==> src/rtl/rice_residual_encoder_pkg.sv <==
// -----------------------------------------------------------------------------
// rice_residual_encoder_pkg
//   Shared definitions for the Rice residual encoder: Rice parameter width and
//   ceiling, bit-index width of a packed RAM word, encoder FSM state codes and
//   the Rice parameter clamp helper.
// -----------------------------------------------------------------------------
package rice_residual_encoder_pkg;

    localparam int RICE_PARAM_W = 4;
    localparam logic [RICE_PARAM_W-1:0] RICE_PARAM_MAX = 4'd14;

    // Bit index inside a 16-bit RAM word (15 = MSB = first bit written)
    localparam int BIT_IDX_W = 4;

    typedef enum logic [2:0] {
        ST_HDR   = 3'd0,
        ST_WAIT  = 3'd1,
        ST_UNARY = 3'd2,
        ST_STOP  = 3'd3,
        ST_LSB   = 3'd4,
        ST_FLUSH = 3'd5,
        ST_DONE  = 3'd6
    } enc_state_t;

    // The 4-bit header field can carry 15, but 15 is reserved as an escape
    // code by the decoder, so the usable parameter tops out at 14.
    function automatic logic [RICE_PARAM_W-1:0] clamp_rice_param(
        input logic [RICE_PARAM_W-1:0] p
    );
        return (p > RICE_PARAM_MAX) ? RICE_PARAM_MAX : p;
    endfunction

endpackage

==> src/rtl/rice_residual_encoder_bit_packer.sv <==
// -----------------------------------------------------------------------------
// rice_residual_encoder_bit_packer
//   Serial-in bit packer. Bits are placed MSB-first into a word buffer (bit 15
//   first, index counting down). When bit 0 is filled the word is queued for a
//   one-cycle write strobe in the next enabled cycle and packing moves on to
//   the next address without stalling.
// Ports
//   i_clk, i_rst        clock, synchronous active-high reset
//   i_en                clock enable; low freezes all state and holds strobes
//   i_start_addr/bit/word  preload loaded during reset (bits above start bit kept)
//   i_bit_vld, i_bit    one serial bit to pack this cycle
//   i_flush             write out a partially filled word (if any)
//   o_wdata/o_waddr/o_we   RAM write port
//   o_end_addr/o_end_bit   next free bit position
// -----------------------------------------------------------------------------
module rice_residual_encoder_bit_packer
    import rice_residual_encoder_pkg::*;
#(
    parameter int DATA_W = 16,
    parameter int ADDR_W = 16
) (
    input  logic                 i_clk,
    input  logic                 i_rst,
    input  logic                 i_en,
    input  logic [ADDR_W-1:0]    i_start_addr,
    input  logic [BIT_IDX_W-1:0] i_start_bit,
    input  logic [DATA_W-1:0]    i_start_word,
    input  logic                 i_bit_vld,
    input  logic                 i_bit,
    input  logic                 i_flush,
    output logic [DATA_W-1:0]    o_wdata,
    output logic [ADDR_W-1:0]    o_waddr,
    output logic                 o_we,
    output logic [ADDR_W-1:0]    o_end_addr,
    output logic [BIT_IDX_W-1:0] o_end_bit
);

    logic [DATA_W-1:0]    r_buf;
    logic [DATA_W-1:0]    r_wdata;
    logic [ADDR_W-1:0]    r_addr;
    logic [ADDR_W-1:0]    r_waddr;
    logic [BIT_IDX_W-1:0] r_bit;
    logic                 r_pend;

    logic [DATA_W-1:0]    w_keep_mask;
    logic [DATA_W-1:0]    w_buf_ins;

    // Keep only the bits strictly above the start bit; everything at or below
    // it is zero so later bits can simply be OR-ed in and a flush is padded.
    assign w_keep_mask = ({DATA_W{1'b1}} << i_start_bit) << 1;
    assign w_buf_ins   = r_buf | ({{(DATA_W-1){1'b0}}, i_bit} << r_bit);

    always_ff @(posedge i_clk) begin
        if (i_rst) begin
            r_addr  <= i_start_addr;
            r_bit   <= i_start_bit;
            r_buf   <= i_start_word & w_keep_mask;
            r_pend  <= 1'b0;
            r_wdata <= '0;
            r_waddr <= '0;
        end else if (i_en) begin
            // A queued strobe is issued during this enabled cycle.
            r_pend <= 1'b0;
            if (i_bit_vld) begin
                if (r_bit == '0) begin
                    r_wdata <= w_buf_ins;
                    r_waddr <= r_addr;
                    r_pend  <= 1'b1;
                    r_addr  <= r_addr + 1'b1;
                    r_bit   <= BIT_IDX_W'(DATA_W - 1);
                    r_buf   <= '0;
                end else begin
                    r_buf <= w_buf_ins;
                    r_bit <= r_bit - 1'b1;
                end
            end else if (i_flush && (r_bit != BIT_IDX_W'(DATA_W - 1))) begin
                r_wdata <= r_buf;
                r_waddr <= r_addr;
                r_pend  <= 1'b1;
            end
        end
    end

    // Strobe only in enabled, non-reset cycles so a stalled or abandoned
    // word never reaches the RAM early.
    assign o_we       = r_pend & i_en & ~i_rst;
    assign o_wdata    = r_wdata;
    assign o_waddr    = r_waddr;
    assign o_end_addr = r_addr;
    assign o_end_bit  = r_bit;

endmodule

==> src/rtl/rice_residual_encoder.sv <==
// -----------------------------------------------------------------------------
// rice_residual_encoder
//   Rice encoder for signed residuals. Each partition starts with a 4-bit
//   Rice parameter header; each residual is zig-zag mapped to u, then coded as
//   q=u>>k zeros, a stop 1, and the k low bits of u. One bit is packed per
//   enabled cycle into 16-bit RAM words, MSB first, compatible with the
//   residual decoder.
// Ports
//   iClock, iReset, iEnable      clock, sync active-high reset, clock enable
//   iBlockSize/iPredictorOrder/iPartitionOrder  block geometry (sampled in reset)
//   iStartAddr/iStartBit/iStartWord  output preload (sampled in reset)
//   iRiceParam                   k for the next partition, sampled at its header
//   iResidual/iValid/oReady      residual input handshake
//   oWriteData/oWriteAddr/oWriteEnable  RAM write port
//   oDone/oEndAddr/oEndBit       block-complete pulse and next free bit position
// -----------------------------------------------------------------------------
module rice_residual_encoder
    import rice_residual_encoder_pkg::*;
#(
    parameter int DATA_W = 16,
    parameter int ADDR_W = 16
) (
    input  logic                        iClock,
    input  logic                        iReset,
    input  logic                        iEnable,
    input  logic [15:0]                 iBlockSize,
    input  logic [3:0]                  iPredictorOrder,
    input  logic [3:0]                  iPartitionOrder,
    input  logic [ADDR_W-1:0]           iStartAddr,
    input  logic [BIT_IDX_W-1:0]        iStartBit,
    input  logic [DATA_W-1:0]           iStartWord,
    input  logic [RICE_PARAM_W-1:0]     iRiceParam,
    input  logic signed [DATA_W-1:0]    iResidual,
    input  logic                        iValid,
    output logic                        oReady,
    output logic [DATA_W-1:0]           oWriteData,
    output logic [ADDR_W-1:0]           oWriteAddr,
    output logic                        oWriteEnable,
    output logic                        oDone,
    output logic [ADDR_W-1:0]           oEndAddr,
    output logic [BIT_IDX_W-1:0]        oEndBit
);

    function automatic logic [DATA_W-1:0] zigzag(input logic signed [DATA_W-1:0] r);
        return {r[DATA_W-2:0], 1'b0} ^ {DATA_W{r[DATA_W-1]}};
    endfunction

    enc_state_t                r_state;
    logic [RICE_PARAM_W-1:0]   r_k;
    logic [1:0]                r_hdr_cnt;
    logic [DATA_W-1:0]         r_u;
    logic [DATA_W-1:0]         r_q_cnt;
    logic [RICE_PARAM_W-1:0]   r_lsb_idx;
    logic [15:0]               r_samp_left;
    logic [15:0]               r_part_len;
    logic [16:0]               r_parts_left;
    logic                      r_ready;
    logic                      r_done;
    logic [ADDR_W-1:0]         r_end_addr;
    logic [BIT_IDX_W-1:0]      r_end_bit;

    logic [RICE_PARAM_W-1:0]   w_k_in;
    logic [DATA_W-1:0]         w_u;
    logic [DATA_W-1:0]         w_q;
    logic [15:0]               w_part_len;
    logic [15:0]               w_part0_len;
    logic                      w_bit_vld;
    logic                      w_bit;
    logic                      w_flush;
    logic                      w_seg_end;
    enc_state_t                w_after_state;
    logic [ADDR_W-1:0]         w_pk_end_addr;
    logic [BIT_IDX_W-1:0]      w_pk_end_bit;

    assign w_k_in      = clamp_rice_param(iRiceParam);
    assign w_u         = zigzag(iResidual);
    assign w_q         = w_u >> r_k;
    assign w_part_len  = iBlockSize >> iPartitionOrder;
    // Warm-up samples come out of partition 0; a too-short partition is empty.
    assign w_part0_len = (w_part_len > 16'(iPredictorOrder)) ?
                         (w_part_len - 16'(iPredictorOrder)) : 16'd0;

    // Serial bit source for the packer
    always_comb begin
        w_bit_vld = 1'b0;
        w_bit     = 1'b0;
        w_flush   = 1'b0;
        w_seg_end = 1'b0;
        case (r_state)
            ST_HDR: begin
                w_bit_vld = 1'b1;
                // First header cycle codes straight from the input it latches.
                w_bit     = (r_hdr_cnt == 2'd0) ? w_k_in[3] : r_k[2'd3 - r_hdr_cnt];
                w_seg_end = (r_hdr_cnt == 2'd3);
            end
            ST_UNARY: begin
                w_bit_vld = 1'b1;
                w_bit     = 1'b0;
            end
            ST_STOP: begin
                w_bit_vld = 1'b1;
                w_bit     = 1'b1;
                w_seg_end = (r_k == '0);
            end
            ST_LSB: begin
                w_bit_vld = 1'b1;
                w_bit     = r_u[r_lsb_idx];
                w_seg_end = (r_lsb_idx == '0);
            end
            ST_FLUSH: w_flush = 1'b1;
            default: ;
        endcase
    end

    // Where to go once a header or a sample's last bit is out: more samples
    // in this partition, another partition header, or the final flush.
    always_comb begin
        if (r_samp_left != 16'd0)
            w_after_state = ST_WAIT;
        else if (r_parts_left > 17'd1)
            w_after_state = ST_HDR;
        else
            w_after_state = ST_FLUSH;
    end

    always_ff @(posedge iClock) begin
        if (iReset) begin
            r_state      <= ST_HDR;
            r_hdr_cnt    <= 2'd0;
            r_ready      <= 1'b0;
            r_done       <= 1'b0;
            r_end_addr   <= '0;
            r_end_bit    <= BIT_IDX_W'(DATA_W - 1);
            r_part_len   <= w_part_len;
            r_samp_left  <= w_part0_len;
            r_parts_left <= 17'd1 << iPartitionOrder;
        end else begin
            r_done <= 1'b0;
            if (iEnable) begin
                case (r_state)
                    ST_HDR: begin
                        if (r_hdr_cnt == 2'd0)
                            r_k <= w_k_in;
                        r_hdr_cnt <= r_hdr_cnt + 2'd1;
                    end
                    ST_WAIT: begin
                        if (iValid && r_ready) begin
                            r_ready     <= 1'b0;
                            r_u         <= w_u;
                            r_q_cnt     <= w_q;
                            r_samp_left <= r_samp_left - 16'd1;
                            r_state     <= (w_q == '0) ? ST_STOP : ST_UNARY;
                        end
                    end
                    ST_UNARY: begin
                        r_q_cnt <= r_q_cnt - 1'b1;
                        if (r_q_cnt == DATA_W'(1))
                            r_state <= ST_STOP;
                    end
                    ST_STOP: begin
                        r_lsb_idx <= r_k - 1'b1;
                        r_state   <= ST_LSB;
                    end
                    ST_LSB: begin
                        r_lsb_idx <= r_lsb_idx - 1'b1;
                    end
                    ST_FLUSH: begin
                        r_state    <= ST_DONE;
                        r_done     <= 1'b1;
                        r_end_addr <= w_pk_end_addr;
                        r_end_bit  <= w_pk_end_bit;
                    end
                    default: ;
                endcase

                // Overrides the per-state next state at segment boundaries.
                if (w_seg_end) begin
                    r_state <= w_after_state;
                    r_ready <= (w_after_state == ST_WAIT);
                    if ((r_samp_left == 16'd0) && (r_parts_left > 17'd1)) begin
                        r_parts_left <= r_parts_left - 17'd1;
                        r_samp_left  <= r_part_len;
                    end
                end
            end
        end
    end

    rice_residual_encoder_bit_packer #(
        .DATA_W (DATA_W),
        .ADDR_W (ADDR_W)
    ) u_packer (
        .i_clk        (iClock),
        .i_rst        (iReset),
        .i_en         (iEnable),
        .i_start_addr (iStartAddr),
        .i_start_bit  (iStartBit),
        .i_start_word (iStartWord),
        .i_bit_vld    (w_bit_vld),
        .i_bit        (w_bit),
        .i_flush      (w_flush),
        .o_wdata      (oWriteData),
        .o_waddr      (oWriteAddr),
        .o_we         (oWriteEnable),
        .o_end_addr   (w_pk_end_addr),
        .o_end_bit    (w_pk_end_bit)
    );

    assign oReady   = r_ready;
    assign oDone    = r_done;
    assign oEndAddr = r_end_addr;
    assign oEndBit  = r_end_bit;

endmodule

==> config.mk <==
export PLATFORM = sky130hd
export DESIGN_NAME = rice_residual_encoder
export DESIGN_NICKNAME = d
export VERILOG_FILES = /design/src/rtl/rice_residual_encoder_pkg.sv /design/src/rtl/rice_residual_encoder_bit_packer.sv /design/src/rtl/rice_residual_encoder.sv
export SDC_FILE = /design/constraint.sdc
export NUM_CORES = 1
export LEC_CHECK = 0
export ABC_AREA = 1
export CAP_MARGIN = 30
export CORE_MARGIN = 2
export CORE_UTILIZATION = 50
export CTS_BUF_LIST = sky130_fd_sc_hd__clkbuf_2
export DETAILED_ROUTE_END_ITERATION = 16
export GPL_TIMING_DRIVEN = 1
export PLACE_DENSITY = 0.83
export SYNTH_ARGS = -nofsm -noshare
export SYNTH_HDL_FRONTEND = slang
export SYNTH_SLANG_ARGS = --single-unit
==> constraint.sdc <==
create_clock -name iClock -period 4.4 [get_ports iClock]
set_clock_uncertainty 0.15 [all_clocks]
set_input_delay 1.32 -clock iClock [delete_from_list [all_inputs] [get_ports iClock]]
set_output_delay 1.32 -clock iClock [all_outputs]
set_load 0.02 [all_outputs]
==> metrics, run 1 <==
Num CTS Buffers 17; sequential share of the synthesized area 0.4425; WHS Path Cells 2; via count 10500; Clk pin slew, worst setup/hold paths 350 ps; Post-Syn Area per Cell 7.511 um2; Reg2Reg Depth 12; Clk Latency, worst-skew pair 810 ps; largest fanout on the critical path 2; Bufs and invs on worst path 2; Primary FF master, synth edfxtp_1; Die Area 23610 um2; Vert. Die Dim 153.7 um; CTS tree done; vias per inst 5.424; largest net degree at the start of global routing 95; top-area cell type share of the netlist area 0.3352; FILL cells 1916; DRC viols 0; clk root buf clkbuf_2; Starting Density 0.5115; Routed Antenna Nets 0; cell family with most CP delay buffers and inverters; hold_ws 333.3 ps; Crit path largest cell delay 680 ps; CP arrival 2650 ps; syn_nets 1593; CTS H-tree lvls 4; clock sinks 185; commonest non-fill, non-tap cell in the layout nand2_1; Slew Viols, Final 0; io pins 139; # Post-CTS Setup Buffers 0; Total Power 3974 uW; Post-synth EDFFs 125; Period minus WS final 4119 ps; Yosys top cell by area edfxtp_1; crit share post-route 0.9362; Synth Instances 1491; DRT Pass-1 Iters 7; fraction of layout cells with a size suffix above 1 0.08097; vias in the first global route 9682; actual slew at the worst max-slew pin 943.1 ps; status complete, no violations; RSZ-0062 raised after global routing false; final hold violation count 0; TNS Setup 0 ps; GR Overflow Total 0; Crit-path slowest cell clkdlybuf4s50_1; largest cells by area after synthesis edfxtp_1 (34%), nand2_1 (14%), dfxtp_1 (11%), nand3_1 (6.4%), nor2_1 (5.1%); routability cong. 0.9045; # setup viols final 0; Synth warnings 0; Rel. slew slack 0.3713; Hold Path Class flop to flop; FMAX 242.8 MHz; Stages on worst setup path 4; Detail Placement HPWL 21010 um; DRT iter0 DRCs 1158; multi-input logic area 5458 um2; Buffers on Ports 137; Area growth, synth to finish 19.73%; cell seen most often among critical-path stages clkdlybuf4s50_1; worst ir drop on vdd 0.1586 mV; Post-synth ARST share 0; CP Data Required Time 2930 ps; cells resized by post-CTS repair 0; Total GRT Usage 0.2363; P_leak 0.005790 uW; Die X 153.7 um; Synth Register Bits 185; Cell variety after synth 51; post-synthesis cell area 11200 um2; nets 1744; commonest cells after routing, fill and taps aside nand2_1 (426), nor2_1 (151), nand3_1 (143); Reg area 4955 um2; hold buffers post-CTS 0; WS Path Type primary input to output pin; Max Cap Viol 0; first-pass GRT wire length 46220 um; Avg WL per Cell 14.64 um; crit path cell chain clkdlybuf4s50_1, nand2_1, nor2_1, clkdlybuf4s50_1; DRT Wirelength 28350 um; Worst setup SP type primary input; Max Root-Sink Buffers 2; row count 54; PwrDens 296.4 nW/um2; Critical Path Sink Type output pin; initial antenna violation count 1; Core Footprint 21890 um2
==> synth_stat cells (4+ instances only) <==
cell and count:
o31ai_1 5, buf_6 4, o21ai_2 4, o21bai_1 9, o21ai_0 111, buf_1 10, edfxtp_1 125, nand2_1 426
o21ai_1 20, a21oi_1 64, buf_2 13, nor2_1 151, o22ai_1 8, ha_1 17, nor3_1 20, nand4_1 17
mux2i_1 5, nor2_4 6, nor2_2 10, nand3_1 143, dfxtp_1 60, xor2_1 27, xnor2_1 23, inv_2 11
inv_1 116, o211ai_1 17, clkbuf_1 31
==> cell type report <==
cell class / instances / share of cell area
Inverter: 132 / 0.03723
Clock inverter: 15 / 0.01652
Sequential cell: 185 / 0.3695
Antenna cell: 1 / 0.0001866
Multi-Input combinational cell: 1113 / 0.4071
Clock buffer: 17 / 0.006346
Tap cell: 280 / 0.02613
Timing Repair Buffer: 193 / 0.1370
==> logic make-up (layout without fill, tap and decap cells) <==
family / after synthesis / after routing / synth area share
AO/OA/AOI/OAI: 250 / 250 / 0.1244
XOR/XNOR: 50 / 50 / 0.03911
adder cells (fa/ha/maj): 18 / 18 / 0.02078
multiplexers: 5 / 5 / 0.004469
flip-flops: 185 / 185 / 0.4425
buffers and inverters: 193 / 357 / 0.07017
AND/OR/NAND/NOR: 790 / 790 / 0.2987
other: 0 / 1 / 0
==> through the flow <==
stage / std cells / setup WS, ps / area, um2 / utilization
floorplan: 1491 / 370.4 / 11200 / -
global placement: 1903 / -181.4 / 13100 / 0.5984
detailed placement: 1903 / -232.5 / 13100 / 0.5984
CTS: 1935 / 270.3 / 13410 / 0.6124
global route: 1936 / 216.7 / 13410 / 0.6125
finish: 1936 / 280.7 / 13410 / 0.6125
==> final timing paths <==
path                            slack (ps)                                 to                              start
worst max-delay path                   280                       oWriteEnable                            iEnable
worst min-delay path                   330  u_packer.o_wdata[15]$_SDFFE_PP0P_  u_packer.o_wdata[15]$_SDFFE_PP0P_
worst max register to register        1400           r_samp_left[0]$_DFFE_PP_          r_parts_left[2]$_DFFE_PP_
worst min register to register         330  u_packer.o_wdata[15]$_SDFFE_PP0P_  u_packer.o_wdata[15]$_SDFFE_PP0P_
==> tightest hold or removal path: stages, from the launching register on <==
cell and delay, ps:
dfxtp_1 390, nand2_1 60, a21oi_1 50
==> routing by layer <==
metal | global-route usage | share of wire | vias up
met3 | 0.03777 | 0.052 | 53
met4 | 0.07208 | 0.027 | 0
met2 | 0.4104 | 0.49 | 357
met5 | 0 | 0 | -
li1 | - | - | 5291
met1 | 0.3040 | 0.43 | 4800
==> state kept, by name, indices dropped and copies added, names as in the netlist, 2 cells and up <==
register,flops
r_part_len,16
u_packer.o_end_addr,16
oEndAddr,16
oEndBit,4
r_lsb_idx,4
r_k,4
u_packer.o_wdata,16
r_u,16
r_parts_left,17
r_hdr_cnt,2
u_packer.o_end_bit,4
r_state,3
r_samp_left,16
r_q_cnt,16
u_packer.o_waddr,16
u_packer.r_buf,16
==> power breakdown <==
part	internal, uW	total [uW]	leakage, uW	switching [uW]
registers	2000	2090	0.00171	89.7
clock network	234	987	0.000169	753
logic	363	895	0.00391	531
(Power assumes the default switching activity.)
==> run 2: changes to the inputs <==
--- a/config.mk
+++ b/config.mk
@@ -11,7 +11,7 @@
 export CORE_UTILIZATION = 50
 export CTS_BUF_LIST = sky130_fd_sc_hd__clkbuf_2
 export DETAILED_ROUTE_END_ITERATION = 16
-export GPL_TIMING_DRIVEN = 1
+export GPL_TIMING_DRIVEN = 0
 export PLACE_DENSITY = 0.83
 export SYNTH_ARGS = -nofsm -noshare
 export SYNTH_HDL_FRONTEND = slang
==> metrics, run 2 (synthesized netlist as in run 1, its figures left out) <==
Total GRT Usage 0.2632 (+0.02696); WHS Path Cells 2 (unchanged); largest fanout on the critical path 7 (+5); hold worst-path end u_packer.o_wdata[10]$_SDFFE_PP0P_; fraction of layout cells with a size suffix above 1 0.06269 (-0.01828); sw power 1442 uW (+4.9%); FMAX 235.9 MHz (-2.8%); Top reg by flops r_parts_left; most used routing layer met2; r2r startpoint r_samp_left[8]$_DFFE_PP_; Reg2Reg Depth 8 (-4); reg2reg end r_parts_left[4]$_DFFE_PP_; sw frac 0.3583 (+0.01260); clk root buf clkbuf_2; placed insts 1908 (+0.26%); GR Overflow Total 0 (unchanged); r2r setup slk 1130 ps (-270 ps); Logic pwr share 0.217 (-0.008); nets 1748 (+0.23%); crit share post-route 0.9634 (+0.02719); io pins 139 (unchanged); Die Area 23610 um2 (unchanged); met3 Use GR 0.04397 (+0.006201); Rel. slew slack 0.3489 (-0.02239); CP Data Required Time 2930 ps (about the same); Cell Int Power 2582 uW (-0.71%); Starting Density 0.5115 (unchanged); worst ir drop on vdd 0.1903 mV (+20%); clock sinks 185 (unchanged); Routed Antenna Nets 0 (unchanged); Avg WL per Cell 16.03 um (+9.5%); Period minus WS final 4239 ps (+119.7 ps); Hold Path Class flop to flop; Vert. Die Dim 153.7 um (unchanged); CTS tree done; Seq pwr share 0.519 (-0.008); DRT iter0 DRCs 1100 (-5.0%); DRC viols 0 (unchanged); DRT Wirelength 31110 um (+9.7%); WS Path Type primary input to output pin; CP arrival 2770 ps (+120 ps); Area growth, synth to finish 18.35%; vias in the first global route 10340 (+6.8%); FILL cells 1988 (+3.8%); PwrDens 303.6 nW/um2 (+2.4%); Clk pin slew, worst setup/hold paths 340 ps (about the same); hold buffers post-CTS 0 (unchanged); Critical Path Sink Type output pin; Detail Placement HPWL 23720 um (+13%); final hold violation count 0 (unchanged); Slew Viols, Final 0 (unchanged); Total Power 4024 uW (+1.2%); largest net degree at the start of global routing 26 (-73%); first-pass GRT wire length 50920 um (+10%); row count 54 (unchanged); commonest non-fill, non-tap cell in the layout nand2_1; Largest register FFs 17 (unchanged); Max Root-Sink Buffers 2 (unchanged); Worst setup SP type primary input; Clk Latency, worst-skew pair 840 ps (+30 ps); via count 10850 (+3.4%); Core Footprint 21890 um2 (unchanged); # setup viols final 0 (unchanged); non-filler cells, final 1940 (+0.21%); initial antenna violation count 1 (unchanged); status complete, no violations; routability cong. 0.9512 (+5.2%); CTS H-tree lvls 4 (unchanged); Max Cap Viol 0 (unchanged); vias per inst 5.594 (+3.1%); met1 usage 0.3333 (+0.02930); commonest cells after routing, fill and taps aside nand2_1 (426), nor2_1 (151), nand3_1 (143); hold_sp u_packer.o_wdata[10]$_SDFFE_PP0P_; RSZ-0062 raised after global routing false; Clock power frac 0.264 (+0.016); Die X 153.7 um (unchanged); met2 GRT Util 0.4546 (+0.04423); P_leak 0.005655 uW (-2.3%); Buffers on Ports 136 (-0.73%); actual slew at the worst max-slew pin 976.7 ps (+33.58 ps); Num CTS Buffers 17 (unchanged); DRT Pass-1 Iters 6 (-1)
run 2: cell count changes in the layout (fill, tap and decap cells not counted), sizes merged:
cell / delta
buf: -24
clkbuf: +29
clkdlybuf4s50: -2
clkinv: -2
clkinvlp: +1
dlygate4sd2: +1
inv: +1
run 2: layout make-up:
class | instances | area [um2] | share of cell area
antenna | 1 | 2.502 | 0.0001888
buffer | 59 | 279.0 | 0.02105
clock buffer | 17 | 85.08 | 0.006420
clock inverter | 15 | 234.0 | 0.01765
inverter | 132 | 503.0 | 0.03795
multi-input combinational | 1113 | 5474 | 0.4130
sequential | 185 | 4955 | 0.3739
tap | 280 | 350.3 | 0.02644
timing repair buffer | 138 | 1370 | 0.1034
run 2: worst max-delay path by stage:
| stage | startpoint | endpoint | slack (ps) | cells past startpoint |
|---|---|---|---|---|
| floorplan | iPartitionOrder[0] | r_samp_left[11]$_DFFE_PP_ | 370 | 19 |
| finish | iEnable | oWriteEnable | 160 | 4 |
| CTS | iEnable | oWriteEnable | 180 | 4 |
| detailed placement | iReset | oWriteEnable | -1480 | 7 |
| global placement | iReset | oWriteEnable | -1430 | 7 |
| global route | iEnable | oWriteEnable | 80 | 4 |
run 2: what timing repair did:
action | 4_1_cts | 5_1_grt
hold endpoints to repair | 0 | 0
setup buffers | 1 | 0
gates resized for setup | 7 | 1
endpoints found under the setup margin | 1 | 3
run 2: critical path: stages:
cell and delay (ps):
clkdlybuf4s50_1 640, nand2_1 270, nor2_1 140, dlygate4sd2_1 400
run 2: stage by stage:
step	utilization	worst slack, ps	TNS, ps	instance area, um2	hold WS [ps]
after floorplan	-	370.4	0	11200	301.3
after global placement	0.5897	-1429	-76350	12910	302.8
after detailed placement	0.5906	-1479	-51680	12930	313.0
after CTS	0.6051	182.9	0	13250	341.1
after global routing	0.6054	81.18	0	13250	351.6
final	0.6054	161.0	0	13250	334.5
run 2: power groups by stage:
stage                     registers (uW)  clock network [uW]  logic (uW)
after floorplan                     2110                   0         571
after global placement              2110                   0         829
after detailed placement            2120                   0         857
after CTS                           2080                1060         864
after global routing                2100                1120         981
final                               2090                1060         874
run 2: per-layer routing:
metal	up-vias	part of all wire
li1	5287	-
met1	4994	0.40
met2	498	0.49
met3	74	0.078
met4	0	0.029
met5	-	0
==> run 3: changes to the inputs <==
--- a/config.mk
+++ b/config.mk
@@ -11,8 +11,10 @@
 export CORE_UTILIZATION = 50
 export CTS_BUF_LIST = sky130_fd_sc_hd__clkbuf_2
 export DETAILED_ROUTE_END_ITERATION = 16
+export DONT_BUFFER_PORTS = 1
 export GPL_TIMING_DRIVEN = 0
-export PLACE_DENSITY = 0.83
+export PLACE_DENSITY = 0.66
 export SYNTH_ARGS = -nofsm -noshare
 export SYNTH_HDL_FRONTEND = slang
+export SYNTH_HIERARCHICAL = 1
 export SYNTH_SLANG_ARGS = --single-unit
==> metrics, run 3 <==
PwrDens 304.3 nW/um2 (+0.24%); simple-gate area share of the yosys netlist 0.3147 (+0.01609); row count 55 (+1.9%); top cells by count, synth nand2_1 (403), nor2_1 (209), nand3_1 (168); Crit-path slowest cell nor2_1; largest fanout on the critical path 18 (+11); Total Power 3721 uW (-7.5%); vias in the first global route 9920 (-4.1%); non-filler cells, final 1908 (-1.6%); # Post-CTS Setup Buffers 0 (-1); Detail Placement HPWL 24240 um (+2.2%); Post-synth ARST share 0 (unchanged); Period minus WS final 3876 ps (-362.9 ps); multi-input logic area 5678 um2 (+3.7%); Rel. slew slack 0.3255 (-0.02335); WS Path Type primary input to output pin; Post-synth EDFFs 125 (unchanged); final hold violation count 0 (unchanged); initial antenna violation count 1 (unchanged); crit path cell chain buf_2, inv_1, buf_2, nand2_1, nor2_1; RSZ-0062 raised after global routing false; sequential share of the synthesized area 0.4271 (-0.01532); top-area cell type share of the netlist area 0.3236 (-0.01161); TNS Setup 0 ps (unchanged); GR Overflow Total 0 (unchanged); Routed Antenna Nets 0 (unchanged); nets 1712 (-2.1%); Starting Density 0.5108 (-0.0007466); # setup viols final 0 (unchanged); Die Area 24430 um2 (+3.5%); r2r setup slk 980 ps (-150 ps); hold buffers post-CTS 0 (unchanged); P_leak 0.005488 uW (-2.9%); CP Data Required Time 2930 ps (about the same); Yosys top cell by area edfxtp_1; Post-Syn Area per Cell 7.296 um2 (-2.9%); Synth Instances 1590 (+6.6%); clk root buf clkbuf_2; CTS H-tree lvls 4 (unchanged); clock sinks 185 (unchanged); largest net degree at the start of global routing 21 (-19%); io pins 139 (unchanged); FMAX 258.0 MHz (+9.4%); Area growth, synth to finish 5.415%; Die X 156.3 um (+1.7%); Synth warnings 6 (+6); count leader, synth nand2_1; Buffers on Ports 0 (-100%); largest family of logic cells by synthesized area simple AND/OR/NAND/NOR gates; routability cong. 0.9032 (-5.0%); post-synthesis compound-gate area fraction 0.1190 (-0.005384); via count 10570 (-2.6%); Clk pin slew, worst setup/hold paths 290 ps (-50 ps); XOR/XNOR Fraction of Synth Area 0.02869 (-0.01041); Largest register FFs 17 (unchanged); Synth Area in Adders 0.02006 (-0.0007196); Num CTS Buffers 17 (unchanged); DRC viols 0 (unchanged); CTS tree done; first-pass GRT wire length 50650 um (-0.54%); DRT iter0 DRCs 834 (-24%); Vert. Die Dim 156.3 um (+1.7%); CP arrival 2410 ps (-360 ps); fraction of layout cells with a size suffix above 1 0.06227 (-0.0004196); largest cells by area after synthesis edfxtp_1 (32%), nand2_1 (13%), dfxtp_1 (10%), nand3_1 (7.2%), nor2_1 (6.8%); actual slew at the worst max-slew pin 1012 ps (+35.03 ps); commonest cells after routing, fill and taps aside nand2_1 (403), nor2_1 (209), nand3_1 (168); Max Root-Sink Buffers 2 (unchanged); Clk Latency, worst-skew pair 800 ps (-40 ps); Avg WL per Cell 16.43 um (+2.5%); Crit path largest cell delay 370 ps (-270 ps); syn_nets 1692 (+6.2%); hold_ws 367.1 ps (+32.67 ps); Max Cap Viol 0 (unchanged); crit share post-route 0.8809 (-0.08247); Top reg by flops r_parts_left; Total GRT Usage 0.2606 (-0.002667); Hold Path Class flop to flop; Critical Path Sink Type output pin; Synth Register Bits 185 (unchanged); Primary FF master, synth edfxtp_1; Slew Viols, Final 0 (unchanged); Reg area 4955 um2 (unchanged); worst ir drop on vdd 0.1317 mV (-31%); Worst setup SP type primary input; DRT Pass-1 Iters 6 (unchanged); commonest non-fill, non-tap cell in the layout nand2_1; status complete, no violations; placed insts 1876 (-1.7%); cells resized by post-CTS repair 0 (-7); FILL cells 2280 (+15%); Core Footprint 22710 um2 (+3.7%); mux contribution to synthesized area 0.006040 (+0.001571); DRT Wirelength 31360 um (+0.81%); vias per inst 5.541 (-0.96%); Cell variety after synth 53 (+3.9%); post-synthesis cell area 11600 um2 (+3.6%); Finished Core Util 0.5385 (-0.06694); cell seen most often among critical-path stages buf_2
run 3: cell types whose count changed after synthesis, sizes merged, moves of 7 or more:
cell    before  now
a21oi       65   44
inv        128  170
nand2      430  415
nand3      144  170
nor2       167  218
o211ai      17    9
o21ai      136  162
o21bai       9    2
o22ai        8   16
xnor2       23   11
run 3: final cells by class:
class / instances / area share
clock buffers: 18 / 0.007367
multi-input cells: 1171 / 0.4643
repair buffers: 1 / 0.0006139
inverters: 172 / 0.05321
plain buffers: 62 / 0.02681
well taps: 285 / 0.02916
diodes: 1 / 0.0002046
clock inverters: 13 / 0.01310
flip-flops and latches: 185 / 0.4052
run 3: logic make-up (layout without fill, tap and decap cells):
logic type                 count (synthesis)  count (layout)
AOI/OAI and AO/OA                        254             254
xor gates and xnor gates                  38              38
adders and majority gates                 18              18
buffers and inverters                    234             266
DFF                                      185             185
muxes                                      7               7
other                                      0               1
and+or+nand+nor                          854             854
run 3: final timing paths:
check                          startpoint                      endpoint  cells past startpoint
min          u_packer/r_pend$_SDFFE_PP0P_  u_packer/r_pend$_SDFFE_PP0P_                      2
max reg2reg        r_lsb_idx[0]$_DFFE_PP_   u_packer/r_buf[9]$_DFFE_PP_                     15
max                                iReset                  oWriteEnable                      5
min reg2reg  u_packer/r_pend$_SDFFE_PP0P_  u_packer/r_pend$_SDFFE_PP0P_                      2
run 3: power by group:
part | switching (uW) | total [uW] | internal [uW]
clock | 642 | 924 | 282
combinational | 477 | 710 | 233
sequential | 97.4 | 2090 | 1990
run 3: metrics by stage:
stage / cell area (um2) / setup WS (ps)
after floorplan: 11600 / 255.0
after global placement: 11960 / -203.2
after detailed placement: 11980 / -263.1
after CTS: 12230 / 535.1
after global routing: 12230 / 301.4
final: 12230 / 523.9
run 3: worst max-delay path, delay by kind of cell:
family,cells,cell delay [ps]
buf+inv,3,600
simple gates,2,480
run 3: metal layers:
layer | track usage | part of all wire | wire length (um) | vias up
met5 | 0 | 0 | 0 | -
met4 | 0.07558 | 0.022 | 688 | 0
met3 | 0.05151 | 0.061 | 1906 | 56
met2 | 0.4279 | 0.47 | 14800 | 310
met1 | 0.3502 | 0.45 | 13960 | 4879
li1 | - | - | - | 5327
